--- src/rtl/coram_timestamp_arbiter.sv ---
// rtl/coram_timestamp_arbiter.sv - round-robin publisher of per-requester cycle timestamps to one CoramRegister port
//
// Ports:
//   CLK          clock
//   RST          synchronous, active-high reset
//   req          per-requester capture pulse (N_REQ bits), sampled every cycle
//   ack          control-thread acknowledge, only looked at while waiting for it
//   clear_err    clears overflow, timeout_err and drop_count
//   comm_d       CoramRegister D: {1'b1, id, timestamp}
//   comm_we      CoramRegister WE, high for exactly the one WRITE cycle
//   busy         FSM not idle or any timestamp still pending
//   overflow     sticky: a capture was dropped because its slot was still pending
//   timeout_err  sticky: an entry was abandoned after ACK_TIMEOUT cycles without ack
//   drop_count   saturating count of dropped captures plus abandoned entries
module coram_timestamp_arbiter #(
    parameter int W_D         = 32,
    parameter int N_REQ       = 4,
    parameter int W_ID        = 2,
    parameter int ACK_TIMEOUT = 1024
) (
    input  logic             CLK,
    input  logic             RST,
    input  logic [N_REQ-1:0] req,
    input  logic             ack,
    input  logic             clear_err,
    output logic [W_D-1:0]   comm_d,
    output logic             comm_we,
    output logic             busy,
    output logic             overflow,
    output logic             timeout_err,
    output logic [7:0]       drop_count
);

    localparam int W_TS   = W_D - 1 - W_ID;
    localparam int W_WAIT = (ACK_TIMEOUT > 1) ? $clog2(ACK_TIMEOUT) : 1;

    typedef enum logic [1:0] {
        S_IDLE     = 2'd0,
        S_WRITE    = 2'd1,
        S_WAIT_ACK = 2'd2
    } state_t;

    state_t            state;
    state_t            state_nxt;

    logic [W_TS-1:0]   counter;
    logic [W_TS-1:0]   ts_q [N_REQ];
    logic [N_REQ-1:0]  pending;
    logic [N_REQ-1:0]  pending_nxt;
    logic [W_ID-1:0]   rr_ptr;
    logic [W_WAIT-1:0] wait_cnt;
    logic [W_WAIT-1:0] wait_cnt_nxt;

    logic              grant_found;
    logic [W_ID-1:0]   grant_id;
    logic [W_ID-1:0]   cand;
    logic              grant;
    logic              timeout_hit;

    logic [N_REQ-1:0]  granted_vec;
    logic [N_REQ-1:0]  drop_vec;
    logic [N_REQ-1:0]  capture;

    logic [4:0]        new_errs;
    logic [7:0]        drop_base;
    logic [8:0]        drop_sum;
    logic [7:0]        drop_count_nxt;
    logic              overflow_nxt;
    logic              timeout_err_nxt;

    // Cyclic search for the first pending slot at or after rr_ptr. The W_ID-bit
    // addition wraps naturally because N_REQ is a power of two.
    always_comb begin
        grant_found = 1'b0;
        grant_id    = '0;
        cand        = '0;
        for (int k = 0; k < N_REQ; k++) begin
            cand = rr_ptr + W_ID'(k);
            if (!grant_found && pending[cand]) begin
                grant_found = 1'b1;
                grant_id    = cand;
            end
        end
    end

    always_ff @(posedge CLK) begin
        if (RST) begin
            state <= S_IDLE;
        end else begin
            state <= state_nxt;
        end
    end

    // WAIT_ACK lasts at most ACK_TIMEOUT cycles: the wait counter sweeps
    // 0..ACK_TIMEOUT-1 and the entry is abandoned in the cycle it sits at the top.
    always_comb begin
        state_nxt    = state;
        wait_cnt_nxt = wait_cnt;
        grant        = 1'b0;
        timeout_hit  = 1'b0;
        case (state)
            S_IDLE: begin
                if (grant_found) begin
                    grant     = 1'b1;
                    state_nxt = S_WRITE;
                end
            end
            S_WRITE: begin
                wait_cnt_nxt = '0;
                state_nxt    = S_WAIT_ACK;
            end
            S_WAIT_ACK: begin
                if (ack) begin
                    state_nxt = S_IDLE;
                end else if (wait_cnt == W_WAIT'(ACK_TIMEOUT - 1)) begin
                    timeout_hit = 1'b1;
                    state_nxt   = S_IDLE;
                end else begin
                    wait_cnt_nxt = wait_cnt + W_WAIT'(1);
                end
            end
            default: begin
                state_nxt = S_IDLE;
            end
        endcase
    end

    // A req on the slot being granted this cycle re-arms it rather than counting
    // as an overflow: the old timestamp is already on its way into comm_d.
    always_comb begin
        granted_vec = '0;
        drop_vec    = '0;
        capture     = '0;
        pending_nxt = '0;
        for (int i = 0; i < N_REQ; i++) begin
            granted_vec[i] = grant && (grant_id == W_ID'(i));
            drop_vec[i]    = req[i] & pending[i] & ~granted_vec[i];
            capture[i]     = req[i] & ~drop_vec[i];
            pending_nxt[i] = capture[i] | (pending[i] & ~granted_vec[i]);
        end
    end

    // Error bookkeeping: a clear in the same cycle as new errors leaves exactly
    // the new errors behind.
    always_comb begin
        new_errs = {4'b0, timeout_hit};
        for (int i = 0; i < N_REQ; i++) begin
            new_errs = new_errs + {4'b0, drop_vec[i]};
        end
        drop_base       = clear_err ? 8'd0 : drop_count;
        drop_sum        = {1'b0, drop_base} + {4'b0, new_errs};
        drop_count_nxt  = drop_sum[8] ? 8'hFF : drop_sum[7:0];
        overflow_nxt    = (overflow & ~clear_err) | (|drop_vec);
        timeout_err_nxt = (timeout_err & ~clear_err) | timeout_hit;
    end

    always_ff @(posedge CLK) begin
        if (RST) begin
            counter     <= '0;
            pending     <= '0;
            rr_ptr      <= '0;
            wait_cnt    <= '0;
            comm_d      <= '0;
            overflow    <= 1'b0;
            timeout_err <= 1'b0;
            drop_count  <= '0;
            for (int i = 0; i < N_REQ; i++) begin
                ts_q[i] <= '0;
            end
        end else begin
            counter     <= counter + W_TS'(1);
            pending     <= pending_nxt;
            wait_cnt    <= wait_cnt_nxt;
            overflow    <= overflow_nxt;
            timeout_err <= timeout_err_nxt;
            drop_count  <= drop_count_nxt;
            for (int i = 0; i < N_REQ; i++) begin
                if (capture[i]) begin
                    ts_q[i] <= counter;
                end
            end
            if (grant) begin
                comm_d <= {1'b1, grant_id, ts_q[grant_id]};
                rr_ptr <= grant_id + W_ID'(1);
            end
        end
    end

    assign comm_we = (state == S_WRITE);
    assign busy    = (state != S_IDLE) | (|pending);

endmodule

--- config.mk ---
export PLATFORM = sky130hd
export DESIGN_NAME = coram_timestamp_arbiter
export DESIGN_NICKNAME = d
export VERILOG_FILES = /design/src/rtl/coram_timestamp_arbiter.sv
export SDC_FILE = /design/constraint.sdc
export NUM_CORES = 1
export LEC_CHECK = 0
export ABC_AREA = 1
export BUFFER_PORTS_ARGS = -buffer_cell sky130_fd_sc_hd__buf_2
export CORE_MARGIN = 8
export CORE_UTILIZATION = 25
export CTS_CLUSTER_SIZE = 8
export DETAILED_ROUTE_END_ITERATION = 8
export SLEW_MARGIN = 30
export SYNTH_ARGS = -nofsm -noshare
export SYNTH_HDL_FRONTEND = slang
export SYNTH_SLANG_ARGS = --single-unit
--- constraint.sdc ---
create_clock -name CLK -period 4.23 [get_ports CLK]
set_clock_uncertainty 0.15 [all_clocks]
set_input_delay 0.6345 -clock CLK [delete_from_list [all_inputs] [get_ports CLK]]
set_output_delay 0.6345 -clock CLK [all_outputs]
set_load 0.03 [all_outputs]
Word-level counts from Yosys, hierarchy flattened. Memories as Yosys holds them, arrays and structs flattened. A register that Yosys moved wholly into a read port is not among the register bits. Cells that the tools add are included.

Add/subtract/negate cells: 11. Magnitude comparators: 4. Equal/unequal tests: 10. Muxes and demuxes: 48. Bitwise operators: 38. Reductions and logical operators: 18.

Operators by type and width (number): 29-bit two-way mux (4); 29-bit by 1-bit adder with 29-bit output, second input constant (1); 1-bit two-way mux (27); 10-bit two-way mux (2); 10-bit one-hot mux with 2 select lines (1); 1-bit AND (18); 8-bit two-way mux (2); 2-bit two-way mux (7); 2-bit by 3-bit less-than comparator with 1-bit output, second input constant (4); 1-bit bitwise OR (11); 10-bit by 1-bit adder with 10-bit output, second input constant (1); 10-bit == test, second input constant (1); 8-bit by 5-bit adder with 9-bit output (1); 1-bit NOT (9); 1-bit binary-select mux with 2-bit select (4); 4-bit OR reduction (2); 1-bit logical AND (7); 2-bit == test, second input constant (3); 2-bit != test, second input constant (3); 2-bit one-hot mux with 3 select lines (1); 4-bit by 1-bit adder with 5-bit output (1); 2-bit by 1-bit adder with 2-bit output, second input constant (2); 2-bit adder, second input constant (2); 3-bit by 1-bit adder with 4-bit output (1); 9 further kinds (14).

Flip-flop bits (word level): 89. RAM bits: 116. Input bits: 8. Output and inout port bits: 44. Word-level logic and storage cells: 139. Memories kept: 1.

Memories: ts_q (words 4, width 29, rd ports 1, clocked after memory_dff 1, write ports 4, line 47) `logic [W_TS-1:0] ts_q [N_REQ];`.

Logic depth before layout (Yosys ltp).
Word-level depth: 23. Depth in mapped cells: 29. Gate-level depth less buffers: 28.

Least setup slack after synthesis. Ideal clock, no wire load.

Path kind: reg-to-reg. Start: reg rr_ptr[0]. End: mem ts_q[1][0] (netlist name) (enable). Setup time: 455 ps. Arrival time: 3940 ps. Data required time: 3625 ps. Slack: -315 ps. Cell stages (with the launch flop): 16. Path buffers: 2. Clock period less this slack: 4545 ps. Cells stage by stage: dfxtp_1 -> buf_4 -> nand2_2 -> nand3_2 -> nand2_2 -> nor2_2 -> nand3_1 -> nand2_2 -> nand2_4 -> inv_2 -> buf_2 -> ha_1 -> inv_1 -> o21ai_0 -> inv_1 -> o21ai_0.

RTL lines: start: declaration (line 50) `logic [W_ID-1:0] rr_ptr;`; start signal: assignment (line 184) `rr_ptr <= grant_id + W_ID'(1);`; end: declaration (line 47).

Worst setup path in the final report.
Start: reg rr_ptr[0]. End: reg drop_count[7].

Cells in the longest elaborated chain, start to end: 23. Elaborated cells on any way between the ends: 49. Classes of those cells: add/sub: 8; eq/ne: 3; mux: 19; bitwise: 8; reduce/logical: 11.

RTL lines: parallel branches: the longest is 20 deep, another holds 2-bit by 1-bit adder with 2-bit output; 4-bit by 1-bit adder with 5-bit output (*) (line 148) `new_errs = new_errs + {4'b0, drop_vec[i]};`; 8-bit by 5-bit adder with 9-bit output (*) (line 151) `drop_sum = {1'b0, drop_base} + {4'b0, new_errs};`; 8-bit two-way mux (*) (line 152) `drop_count_nxt = drop_sum[8] ? 8'hFF : drop_sum[7:0];`; end signal: assignment (line 176) `drop_count <= drop_count_nxt;`; end: declaration (line 31) `output logic [7:0] drop_count`.

Every way passes the cells marked *. The select of a mux whose other input is x is not followed. A chain may end at the register's enable or synchronous reset.

==> summary.md <==
| Metric | Value |
|---|---|
| Worst Path Required | 4550 ps |
| Yosys top cell by area | edfxtp_1 |
| Final Hold Viols | 0 |
| Switching portion of total power | 0.394 |
| Synth top area share | 0.367 |
| Wire per inst | 14.1 um |
| I/O Pins | 52 |
| # clock sinks | 205 |
| Tmin final | approximately 4300 ps |
| Cells after Synth | 1133 |
| Stages on the worst setup path | 24 |
| First-pass GRT wire length | 39400 um |
| DRC violation count after routing | 0 |
| Final nets | 1229 |
| Failing checks | setup timing |
| Number of synthesized flops with an enable pin | 116 |
| Antenna violations before repair | 0 |
| Pins Over Slew Limit | 0 |
| DP HPWL | 15200 um |
| Core area | 37600 um^2 |
| Clock network fraction of design power | 0.275 |
| # Max-Cap Violations | 0 |
| Area grow syn2layout | 21.4% |
| Syn nets | 1154 |
| Final worst setup slack | -35.9 ps |
| Pre-antenna DRT Iters | 5 |
| CP arrival | 4590 ps |
| Total power | 7.59 mW |
| Crit-path leading delay family | adder cells |
| Synth Cell Area | between 9000 and 10000 um^2 |
| Internal power | 4.60 mW |
| Synth async-reset ratio | 0 |
| Diodes inserted | 0 |
| Root Buffer | clkbuf_16 |
| Final Cell Area | 11500 um^2 |
| Total Routing Usage GR | 0.108 |
| Chip width | 211 um |
| Top-count cell post-synth | nand2_1 |
| Worst path most repeated cell | nand2_2 |
| DRT antenna net count | 0 |
| Die area | roughly 44000 um^2 |
| Setup repair after global routing missed its margin | true |
| Register area share after synthesis | 0.554 |
| Vias in the first global route | 7332 |
| CP bufs+invs | 6 |
| FF-to-FF End | drop_count[7] |
| Type of origin of the critical path | flip-flop |
| Tightest Pin Transition | 802 ps |
| Largest net degree at the start of global routing | between 50 and 60 |
| Max clock buf depth | 3 |
| Critical path's slowest cell | fa_1 |
| Area taken by multi-input logic gates | 3620 um^2 |
| Post-place setup slack | -192 ps |
| Synthesis Warnings | 0 |
| VDD IR-drop max | between 0.0005 and 0.0006 V |
| Post-synth top flop | edfxtp_1 |
| Row count | 71 |
| Max incr delay on CP | around 520 ps |
| Die span in y | 211 um |
| Share of cells above drive strength 1 | 0.173 |
| DR iter-0 viols | 467 |
| Crit Path Category | flip-flop to flip-flop |
| Via density | between 4 and 5 |
| Final GP Congestion | 0.787 |
| Routed WL | between 20000 and 25000 um |
| Reg2reg path depth | 24 |
| Critical path capture point | drop_count[7] |
| DP Area | between 10000 and 15000 um^2 |
| Port bufs | 51 |
| Vias | about 7500 |
| Worst-path clk slew | approximately 60 ps |
| Post-synth top cells | nand2_1 (245), nor2_1 (187), inv_1 (150), edfxtp_1 (116), nand3_1 (98) |
| H-tree depth | 1 |
| Crit path launch | rr_ptr[0] |
| Min-Delay Path Class | input port to flip-flop |
| Storage element area | 5280 um^2 |
| Crit path capture type | flip-flop |
| Switch Pwr | 2.99 mW |
| Final period util | 1.01 |
| Filler cells | 3915 |
| Status | complete, but fails checks |
| Worst-Skew Late Latency | ~530 ps |
| CP Cell Sequence | buf_6, nand2_4, and2_4, nand4_1, nand2_2, nor2_4, inv_4, ha_4, inv_4, o21ai_4, inv_2, nand2_2, fa_1, inv_2, fa_1, ha_2, fa_2, nand2_2, a21oi_4, nand3_2, or3b_4, nand3_2, nand2_1, inv_1 |
| Max Freq | between 0.2 and 0.25 GHz |
| Reg-to-Reg Start | rr_ptr[0] |
| Avg Cell Area, Syn | 8.38 um^2 |
| Post-synth cell types | just over 40 |
| Synth area leaders | edfxtp_1 (37%), dfxtp_1 (19%), nand2_1 (9.7%), nor2_1 (7.4%), inv_1 (5.9%) |
| Comb pwr share | 0.393 |
| Leak | 4.73 nW |
| Synthesized flop and latch total | 205 |
| CTS tree | done |
| Sequential power share | 0.331 |
| Initial Utilization | 0.253 |
| Max FO, Critical Path | 7 |
| TritonCTS Buffers | 29 |
| Global route total overflow | 0 |
| Final setup violation count | 3 |
| Relative slew slack | 0.465 |
| Power Density | around 660 nW/um^2 |
| R2R setup slack | -40 ps |
worst min-delay path by stage:
stage | slack (ps) | endpoint | depth (start not counted) | startpoint
after global routing | 280 | pending[2] | 3 | req[2]
after CTS | 260 | overflow | 2 | RST
after floorplan | 280 | counter[0] | 1 | counter[0]
final | 280 | pending[0] | 3 | req[0]
after detailed placement | 310 | comm_d[31] | 2 | comm_d[31]
after global placement | 300 | counter[28] | 2 | counter[28]
worst register-to-register path: cells and delay by family, from the launching register on:
family | cells | cell delay, ps
adder cells (fa/ha/maj) | 5 | 1610
AO/OA/AOI/OAI | 2 | 220
buffers and inverters | 6 | 440
AND/OR/NAND/NOR | 11 | 1360
flip-flops | 1 | 420
cells in the final DEF (no fill, tap or decap), drive strengths merged:
cell type  synthesis  final
a211oi             4      4
nand3            100    100
nor2             201    201
nand3b            10     10
nand2            254    254
clkinv             0      1
o211ai            11     11
inv              158    159
a31oi              3      3
nor4               3      3
or2               12     12
a22oi              1      1
a21oi             49     49
and2               3      3
o21bai             1      1
o21ai             26     26
ha                10     10
buf               27     92
edfxtp           116    116
xnor2              2      2
clkbuf            21     50
xor2               2      2
nand4             10     10
fa                 3      3
o22ai              1      1
nor3              14     14
or3b               1      1
nor3b              1      1
dfxtp             89     89
metal layers:
layer | track usage | part of all wire | up-vias
met2 | 0.189 | 0.49 | 113
met1 | 0.138 | 0.46 | 3566
met4 | 0.0234 | 0.011 | 0
met5 | 0 | 0 | -
met3 | 0.0209 | 0.041 | 24
li1 | - | - | 3793
kinds of logic (layout without fill, tap and decap cells):
| kind of cell | count (synthesis) | count (layout) | share of synthesized area |
|---|---|---|---|
| AO/OA/AOI/OAI | 96 | 96 | 0.0556 |
| XOR/XNOR | 4 | 4 | 0.00369 |
| adder cells (fa/ha/maj) | 13 | 13 | 0.0195 |
| buffers and inverters | 206 | 302 | 0.0898 |
| flip-flops | 205 | 205 | 0.554 |
| AND/OR/NAND/NOR | 609 | 609 | 0.277 |
flip-flops by register name, summed over array words and instances (netlist names):
register     flops
comm_d          32
counter         29
drop_count       8
overflow         1
pending          4
rr_ptr           2
state            2
timeout_err      1
ts_q           116
wait_cnt        10
metrics by stage:
stage	setup TNS (ps)	hold slack (ps)	std cells	util
3_3_place_gp	-263	299	1679	0.278
4_1_cts	-15.6	262	1736	0.302
6_report	-74.3	276	1740	0.307
3_5_place_dp	-1020	312	1679	0.278
5_1_grt	-1700	284	1740	0.307
2_1_floorplan	-592	280	1133	-
timing repair:
item | in CTS | in global routing
setup endpoints to repair | 7 | 8
setup buffers | 5 | 4
hold buffers | 0 | 0
pin swaps | 17 | 23
resized for setup | 18 | 41
cloned | 0 | 0
layout make-up:
cell class | count | share of cell area
inverter | 158 | 0.0527
timing repair buffer | 92 | 0.0495
multi-input combinational | 722 | 0.314
clock buffer | 50 | 0.0698
sequential | 205 | 0.458
tap | 511 | 0.0555
clock inverter | 2 | 0.00119
power groups by stage:
stage / sequential, mW / clock (mW) / combinational [mW]
after CTS: 2.51 / 2.15 / 2.91
after detailed placement: 2.54 / 0 / 2.81
after floorplan: 2.76 / 0 / 1.87
after global placement: 2.53 / 0 / 2.76
final: 2.51 / 2.09 / 2.99
after global routing: 2.54 / 2.24 / 3.35
Power figures use the tool's default switching activity.
